### src/rtl/mem_arbiter.sv
// mem_arbiter: shares one memory port between the I-cache and D-cache miss paths.
// One transaction in flight at a time; D has priority, bounded by a streak limit
// so a waiting instruction fetch always makes forward progress.
module mem_arbiter #(
    parameter int unsigned ADDR_W       = 16,
    parameter int unsigned LINE_W       = 64,
    parameter int unsigned MAX_D_STREAK = 4
) (
    input  logic              clk,
    input  logic              rst,
    input  logic              i_req_valid,
    input  logic [ADDR_W-1:0] i_req_addr,
    output logic              i_req_ready,
    output logic              i_resp_valid,
    output logic [LINE_W-1:0] i_resp_data,
    input  logic              d_req_valid,
    input  logic              d_req_write,
    input  logic [ADDR_W-1:0] d_req_addr,
    input  logic [LINE_W-1:0] d_req_wdata,
    output logic              d_req_ready,
    output logic              d_resp_valid,
    output logic [LINE_W-1:0] d_resp_data,
    output logic              mem_req_valid,
    output logic              mem_req_write,
    output logic [ADDR_W-1:0] mem_req_addr,
    output logic [LINE_W-1:0] mem_req_wdata,
    input  logic              mem_req_ready,
    input  logic              mem_resp_valid,
    input  logic [LINE_W-1:0] mem_resp_data,
    output logic              busy,
    output logic              owner
);

    localparam int unsigned STREAK_W = $clog2(MAX_D_STREAK + 1);

    typedef enum logic [1:0] {
        IDLE      = 2'd0,
        ISSUE     = 2'd1,
        WAIT_RESP = 2'd2
    } state_t;

    state_t              state;
    logic [STREAK_W-1:0] streak;
    logic                lat_write;
    logic                lat_owner;
    logic [ADDR_W-1:0]   lat_addr;
    logic [LINE_W-1:0]   lat_wdata;
    logic                grant_i;
    logic                grant_d;
    logic                streak_full;

    // Arbitration: D wins unless it has starved a waiting I request for MAX_D_STREAK grants
    always_comb begin
        streak_full = (streak == STREAK_W'(MAX_D_STREAK));
        grant_d     = d_req_valid && !(i_req_valid && streak_full);
        grant_i     = i_req_valid && !grant_d;
    end

    // Handshake and memory-side outputs decode straight from the registered state and latches
    assign i_req_ready   = !rst && (state == IDLE) && grant_i;
    assign d_req_ready   = !rst && (state == IDLE) && grant_d;
    assign mem_req_valid = (state == ISSUE);
    assign mem_req_write = lat_write;
    assign mem_req_addr  = lat_addr;
    assign mem_req_wdata = lat_wdata;
    assign busy          = (state != IDLE);
    assign owner         = lat_owner;

    // Transaction FSM: grant/latch, issue to memory, then route the response to its owner
    always_ff @(posedge clk or posedge rst) begin
        if (rst) begin
            state        <= IDLE;
            streak       <= '0;
            lat_write    <= 1'b0;
            lat_owner    <= 1'b0;
            lat_addr     <= '0;
            lat_wdata    <= '0;
            i_resp_valid <= 1'b0;
            i_resp_data  <= '0;
            d_resp_valid <= 1'b0;
            d_resp_data  <= '0;
        end else begin
            i_resp_valid <= 1'b0;
            i_resp_data  <= '0;
            d_resp_valid <= 1'b0;
            d_resp_data  <= '0;
            case (state)
                IDLE: begin
                    if (grant_d) begin
                        lat_owner <= 1'b1;
                        lat_write <= d_req_write;
                        lat_addr  <= d_req_addr;
                        lat_wdata <= d_req_wdata;
                        state     <= ISSUE;
                        if (!i_req_valid) begin
                            streak <= '0;
                        end else if (!streak_full) begin
                            streak <= streak + STREAK_W'(1);
                        end
                    end else if (grant_i) begin
                        lat_owner <= 1'b0;
                        lat_write <= 1'b0;
                        lat_addr  <= i_req_addr;
                        lat_wdata <= '0;
                        streak    <= '0;
                        state     <= ISSUE;
                    end
                end
                ISSUE: begin
                    if (mem_req_ready) begin
                        if (lat_write) begin
                            d_resp_valid <= 1'b1;
                            state        <= IDLE;
                        end else begin
                            state <= WAIT_RESP;
                        end
                    end
                end
                WAIT_RESP: begin
                    if (mem_resp_valid) begin
                        if (lat_owner) begin
                            d_resp_valid <= 1'b1;
                            d_resp_data  <= mem_resp_data;
                        end else begin
                            i_resp_valid <= 1'b1;
                            i_resp_data  <= mem_resp_data;
                        end
                        state <= IDLE;
                    end
                end
                default: state <= IDLE;
            endcase
        end
    end

endmodule
### config.mk
export PLATFORM = sky130hd
export DESIGN_NAME = mem_arbiter
export DESIGN_NICKNAME = d
export VERILOG_FILES = /design/src/rtl/mem_arbiter.sv
export SDC_FILE = /design/constraint.sdc
export NUM_CORES = 1
export LEC_CHECK = 0
export ABC_CLOCK_PERIOD_IN_PS = 20400
export CAP_MARGIN = 30
export CORE_AREA = 2 2 149 151
export CTS_CLUSTER_SIZE = 8
export DETAILED_ROUTE_END_ITERATION = 6
export DIE_AREA = 0 0 151 153
export GPL_ROUTABILITY_DRIVEN = 0
export PLACE_DENSITY = 0.72
export SKIP_CTS_REPAIR_TIMING = 1
export SLEW_MARGIN = 10
export SYNTH_ARGS = -nofsm -noshare
export SYNTH_HDL_FRONTEND = slang
export SYNTH_SLANG_ARGS = --single-unit
### constraint.sdc
create_clock -name clk -period 20.4 [get_ports clk]
set_input_delay 6.12 -clock clk [delete_from_list [all_inputs] [get_ports clk]]
set_output_delay 6.12 -clock clk [all_outputs]
set_load 0.03 [all_outputs]
Yosys cells after proc, flatten, opt, wreduce, memory -nomap -nowiden
Index checks and enable logic that the tools add are counted.
- latch bits: 0
- memories kept: 0
- RAM bits: 0
- word-level logic and storage cells: 64
- ROM bits: 0
- flip-flop bits (word level): 217
- multiply operators: 0
- reduce and logical (&&, ||, !) cells: 15
- div/mod/pow operators: 0
- mux-type cells: 31
- add/subtract/negate cells: 1
- eq/ne operators: 7
- bitwise operators: 0
- shift operators: 0
- order comparisons: 0
- operators with widths (cell ; number):
    $mux W64 ; 8
    $mux W16 ; 2
    $mux W3 ; 4
    $mux W1 ; 10
    $mux W2 ; 5
    $logic_and A1 B1 Y1 ; 6
    $ne A3 B3 Y1 const B ; 2
    $pmux W2 S3 ; 1
    $reduce_and A3 Y1 ; 2
    $reduce_bool A2 Y1 ; 2
    $add A3 B1 Y3 const B ; 1
    $eq A3 B3 Y1 const B ; 1
    $logic_not A1 Y1 ; 3
    $eq A2 B1 Y1 const B ; 1
    $eq A2 B2 Y1 const B ; 1
    $logic_not A2 Y1 ; 1
    $ne A2 B1 Y1 const B ; 1
    $ne A2 B2 Y1 const B ; 1
    $pmux W1 S2 ; 1
    $reduce_and A2 Y1 ; 1

Depth between registers and ports, before layout
- depth in word-level cells: 9
- depth in mapped cells: 7

Worst setup path after synthesis
Ideal clock, no wire load.
- path kind: input -> output
- start point: input port rst
- end point: output port d_req_ready
- buffers on the path: 0
- stages: 2
- arrival time: 11.293 ns
- path slack: 2.987 ns
- path through: inv_1 > and2_1
- cells in the longest elaborated chain, start to end: 3
- RTL lines (item ; line ; RTL):
    start: declaration ; 10 ; input logic rst,
    $logic_not A1 Y1 (no source line) ; - ;
    $logic_and A1 B1 Y1 (2 in series) ; 61 ; assign d_req_ready = !rst && (state == IDLE) && grant_d;
    end: declaration ; 20 ; output logic d_req_ready,
No other way between the ends.

Worst setup path in the final report
- start point: input port i_req_valid
- end point: output port i_req_ready
- cells in the longest elaborated chain, start to end: 6
- RTL lines (item ; line ; RTL):
    start: declaration ; 11 ; input logic i_req_valid,
    $logic_and A1 B1 Y1 ; 55 ; grant_d = d_req_valid && !(i_req_valid && streak_full);
    $logic_not A1 Y1 ; 55 ;
    $logic_and A1 B1 Y1 ; 55 ;
    $logic_not A1 Y1 ; 56 ; grant_i = i_req_valid && !grant_d;
    $logic_and A1 B1 Y1 * ; 56 ;
    $logic_and A1 B1 Y1 * ; 60 ; assign i_req_ready = !rst && (state == IDLE) && grant_i;
    end: declaration ; 13 ; output logic i_req_ready,
Every way passes the cells marked *; elsewhere a longest branch is shown, timed or not.

==> summary.md <==
| Metric | Value |
|---|---|
| Result of the run | `finished clean` |
| Full die area | `23100 um^2` |
| Ratio of cells with drive above 1 in the final layout | `0.0523` |
| Avg WL per Cell | `19.5 um` |
| Syn Inst Count | `553` |
| Total congestion overflow | `0` |
| Antenna Nets Post-Route | `0` |
| Final hold violation count | `0` |
| Number of nets in the synthesized netlist | `726` |
| Post-layout net count | `1109` |
| Count of input and output buffers | `382` |
| Crit start category | `input port` |
| Largest cells by area after synthesis | `sky130_fd_sc_hd__dfrtp_1, sky130_fd_sc_hd__and2_1, sky130_fd_sc_hd__a22o_1` |
| Number of global-route vias before repair | `6368` |
| Power Density | `136 nW/um^2` |
| Maximum fanout along the worst path | `18` |
| Maximum root-to-sink buffer count | `3` |
| Sequential element share of the synthesized area | `0.713` |
| Unrepaired setup endpoints after global routing | `no` |
| GR Util All Layers | `0.202` |
| Area share of the largest cell type after synthesis | `0.713` |
| Htree depth | `1` |
| Clock Skews | `24.6 ps` |
| Setup crit end | `i_req_ready` |
| Detailed-route DRC error count | `0` |
| Max_cap viols | `0` |
| Cell at the root of the clock tree | `sky130_fd_sc_hd__clkbuf_16` |
| Reg2reg path depth | `6` |
| CP Data Arrival Time | `8680 ps` |
| Synthesized cell area | `7610 um^2` |
| Via count | `5898` |
| Cell Count, Final, Fillers Out | `1217` |
| Min-Delay Path Class | `reg -> reg` |
| Count of routing violations after the opening detailed-route iteration | `181` |
| Core box area | `21500 um^2` |
| Mean cell area of the mapped netlist | `13.8 um^2` |
| Count of standard-cell rows | `54` |
| Utilization of the core after routing | `0.582` |
| DRT Wirelength | `23800 um` |
| Startpoint of the tightest hold check path | `mem_req_addr[0]$_DFFE_PP0P_` |
| Vertical extent of the die | `153 um` |
| Crit. Startpoint | `i_req_valid` |
| End of the worst register-to-register path | `streak[1]$_DFFE_PP0P_` |
| Maximum number of pins on one net before global-route repair | `86` |
| Worst-Skew Late Latency | `550 ps` |
| Number of vias per cell | `4.85` |
| Most common cell after layout, fill and taps aside | `sky130_fd_sc_hd__clkdlybuf4s50_1` |
| Initial antenna violation count | `1` |
| Largest voltage drop on the vdd net | `0.0000731 V` |
| Number of diodes | `0` |
| Final count of negative-setup-slack endpoints | `0` |
| HPWL Detailed | `16800 um` |
| Clock edge transition at the registers on the reported setup and hold paths | `50 ps` |
| TritonCTS buffer count | `31` |
| Required arrival time at the worst endpoint | `14280 ps` |
| Number of pins with negative max-slew slack in the final report | `0` |
| Cell taking the most area after synthesis | `sky130_fd_sc_hd__dfrtp_1` |
| Count of TritonRoute iterations in the first routing pass | `4` |
| Area added between synthesis and finish | `64.3%` |
| FF-to-FF Start | `state[1]$_DFFE_PP0P_` |
| Count of state elements after synthesis | `217` |
| I/O Pins | `383` |
| Worst slew margin | `0.437` |
| Register-to-Register Setup Slack | `18220 ps` |
| Placed cell count | `1183` |
| Final min period | `14800 ps` |
| Type of the worst setup path | `in -> out` |
| Initial core utilization | `0.354` |
| Static Leak | `5.64 nW` |
| Clock tree from TritonCTS | `built` |
| Final period utilization | `0.725` |
| Most frequent cells in the layout | `sky130_fd_sc_hd__clkdlybuf4s50_1, sky130_fd_sc_hd__dfrtp_1, sky130_fd_sc_hd__and2_1` |
| Clock tree sinks | `217` |
| Wire length of the first global-routing pass | `36100 um` |
| Total number of yosys warnings | `0` |
| Horizontal die dimension | `151 um` |
| Yosys cell types | `29` |
| Highest clock frequency the design can meet | `67.6 MHz` |
| Summed negative setup slack over all endpoints | `0 ps` |
| Crit end category | `output pin` |
| Actual transition at the worst max-transition pin | `844 ps` |
[power breakdown]
| group | internal (mW) | switching (mW) |
|---|---|---|
| Sequential | 0.534 | 0.0559 |
| Combinational | 0.287 | 0.389 |
| Clock | 0.264 | 0.170 |
[per-stage QoR]
| step | area (um^2) | hold slack [ps] | total power, mW | setup slack [ps] |
|---|---|---|---|---|
| floorplan | 7610 | 488 | 0.969 | 2990 |
| global placement | 11700 | 482 | 1.26 | 5620 |
| detailed placement | 11700 | 489 | 1.27 | 5650 |
| CTS | 12500 | 502 | 1.72 | 5630 |
| global route | 12500 | 513 | 1.78 | 5550 |
| finish | 12500 | 499 | 1.70 | 5600 |
[synth_stat cells]
| cell | count |
|---|---|
| sky130_fd_sc_hd__a21o_1 | 1 |
| sky130_fd_sc_hd__a222oi_1 | 1 |
| sky130_fd_sc_hd__a22o_1 | 65 |
| sky130_fd_sc_hd__a31o_1 | 1 |
| sky130_fd_sc_hd__a31oi_1 | 1 |
| sky130_fd_sc_hd__a32o_1 | 2 |
| sky130_fd_sc_hd__and2_1 | 130 |
| sky130_fd_sc_hd__and3_1 | 2 |
| sky130_fd_sc_hd__buf_2 | 18 |
| sky130_fd_sc_hd__buf_4 | 2 |
| sky130_fd_sc_hd__buf_6 | 1 |
| sky130_fd_sc_hd__clkbuf_1 | 20 |
| sky130_fd_sc_hd__dfrtp_1 | 217 |
| sky130_fd_sc_hd__ha_1 | 6 |
| sky130_fd_sc_hd__inv_1 | 7 |
| sky130_fd_sc_hd__inv_2 | 1 |
| sky130_fd_sc_hd__mux2_1 | 1 |
| sky130_fd_sc_hd__mux2i_1 | 1 |
| sky130_fd_sc_hd__nand2_1 | 34 |
| sky130_fd_sc_hd__nand2b_1 | 1 |
| sky130_fd_sc_hd__nand3_4 | 1 |
| sky130_fd_sc_hd__nand4_1 | 16 |
| sky130_fd_sc_hd__nor2_1 | 3 |
| sky130_fd_sc_hd__nor2b_1 | 1 |
| sky130_fd_sc_hd__nor3_1 | 1 |
| sky130_fd_sc_hd__o211ai_1 | 16 |
| sky130_fd_sc_hd__o21a_1 | 1 |
| sky130_fd_sc_hd__o21ai_1 | 1 |
| sky130_fd_sc_hd__xor2_1 | 1 |
[worst min path at each step]
| stage | end | slack [ps] | depth (start not counted) |
|---|---|---|---|
| floorplan | state[0]$_DFFE_PP0P_ | 490 | 1 |
| global placement | mem_req_addr[14]$_DFFE_PP0P_ | 480 | 2 |
| detailed placement | mem_req_addr[4]$_DFFE_PP0P_ | 490 | 2 |
| CTS | mem_req_addr[0]$_DFFE_PP0P_ | 500 | 2 |
| global route | mem_req_wdata[55]$_DFFE_PP0P_ | 510 | 1 |
| finish | mem_req_addr[0]$_DFFE_PP0P_ | 500 | 2 |
[flip-flops by register name, summed over array words and instances, names as in the netlist]
| signal | count |
|---|---|
| d_resp_data | 64 |
| state | 2 |
| i_resp_valid | 1 |
| streak | 3 |
| mem_req_write | 1 |
| d_resp_valid | 1 |
| mem_req_addr | 16 |
| owner | 1 |
| mem_req_wdata | 64 |
| i_resp_data | 64 |
[final cells by class]
cell class / count / area (um^2)
sequential: 217 / 5430
inverter: 8 / 37.5
tap: 280 / 350
clock inverter: 2 / 17.5
fill: 1708 / 8980
clock buffer: 32 / 779
timing repair buffer: 391 / 3910
multi-input combinational: 287 / 1980
[cells by family (layout without fill, tap and decap cells)]
group | Yosys count | count (layout) | share of synthesized area
fa+ha+maj | 6 | 6 | 0.00986
mux | 2 | 2 | 0.00279
flops | 217 | 217 | 0.713
simple gates | 189 | 189 | 0.145
compound gates | 89 | 89 | 0.0991
buf+inv | 49 | 433 | 0.0291
xor+xnor | 1 | 1 | 0.00115
[critical path: stages]
cell	delay [ps]
sky130_fd_sc_hd__clkdlybuf4s50_1	720
sky130_fd_sc_hd__nand3_4	260
sky130_fd_sc_hd__and2_1	450
sky130_fd_sc_hd__nor3_1	370
sky130_fd_sc_hd__clkdlybuf4s50_1	750
[layer usage]
| metal | vias to the layer above | global-route usage | share of wire | routed length [um] |
|---|---|---|---|---|
| met5 | - | 0 | 0 | 0 |
| met3 | 61 | 0.0910 | 0.13 | 3020 |
| met4 | 0 | 0.0886 | 0.043 | 1010 |
| li1 | 2626 | - | - | - |
| met2 | 330 | 0.346 | 0.49 | 11700 |
| met1 | 2881 | 0.212 | 0.34 | 8070 |
No activity file was read; power rests on OpenSTA's default activity.
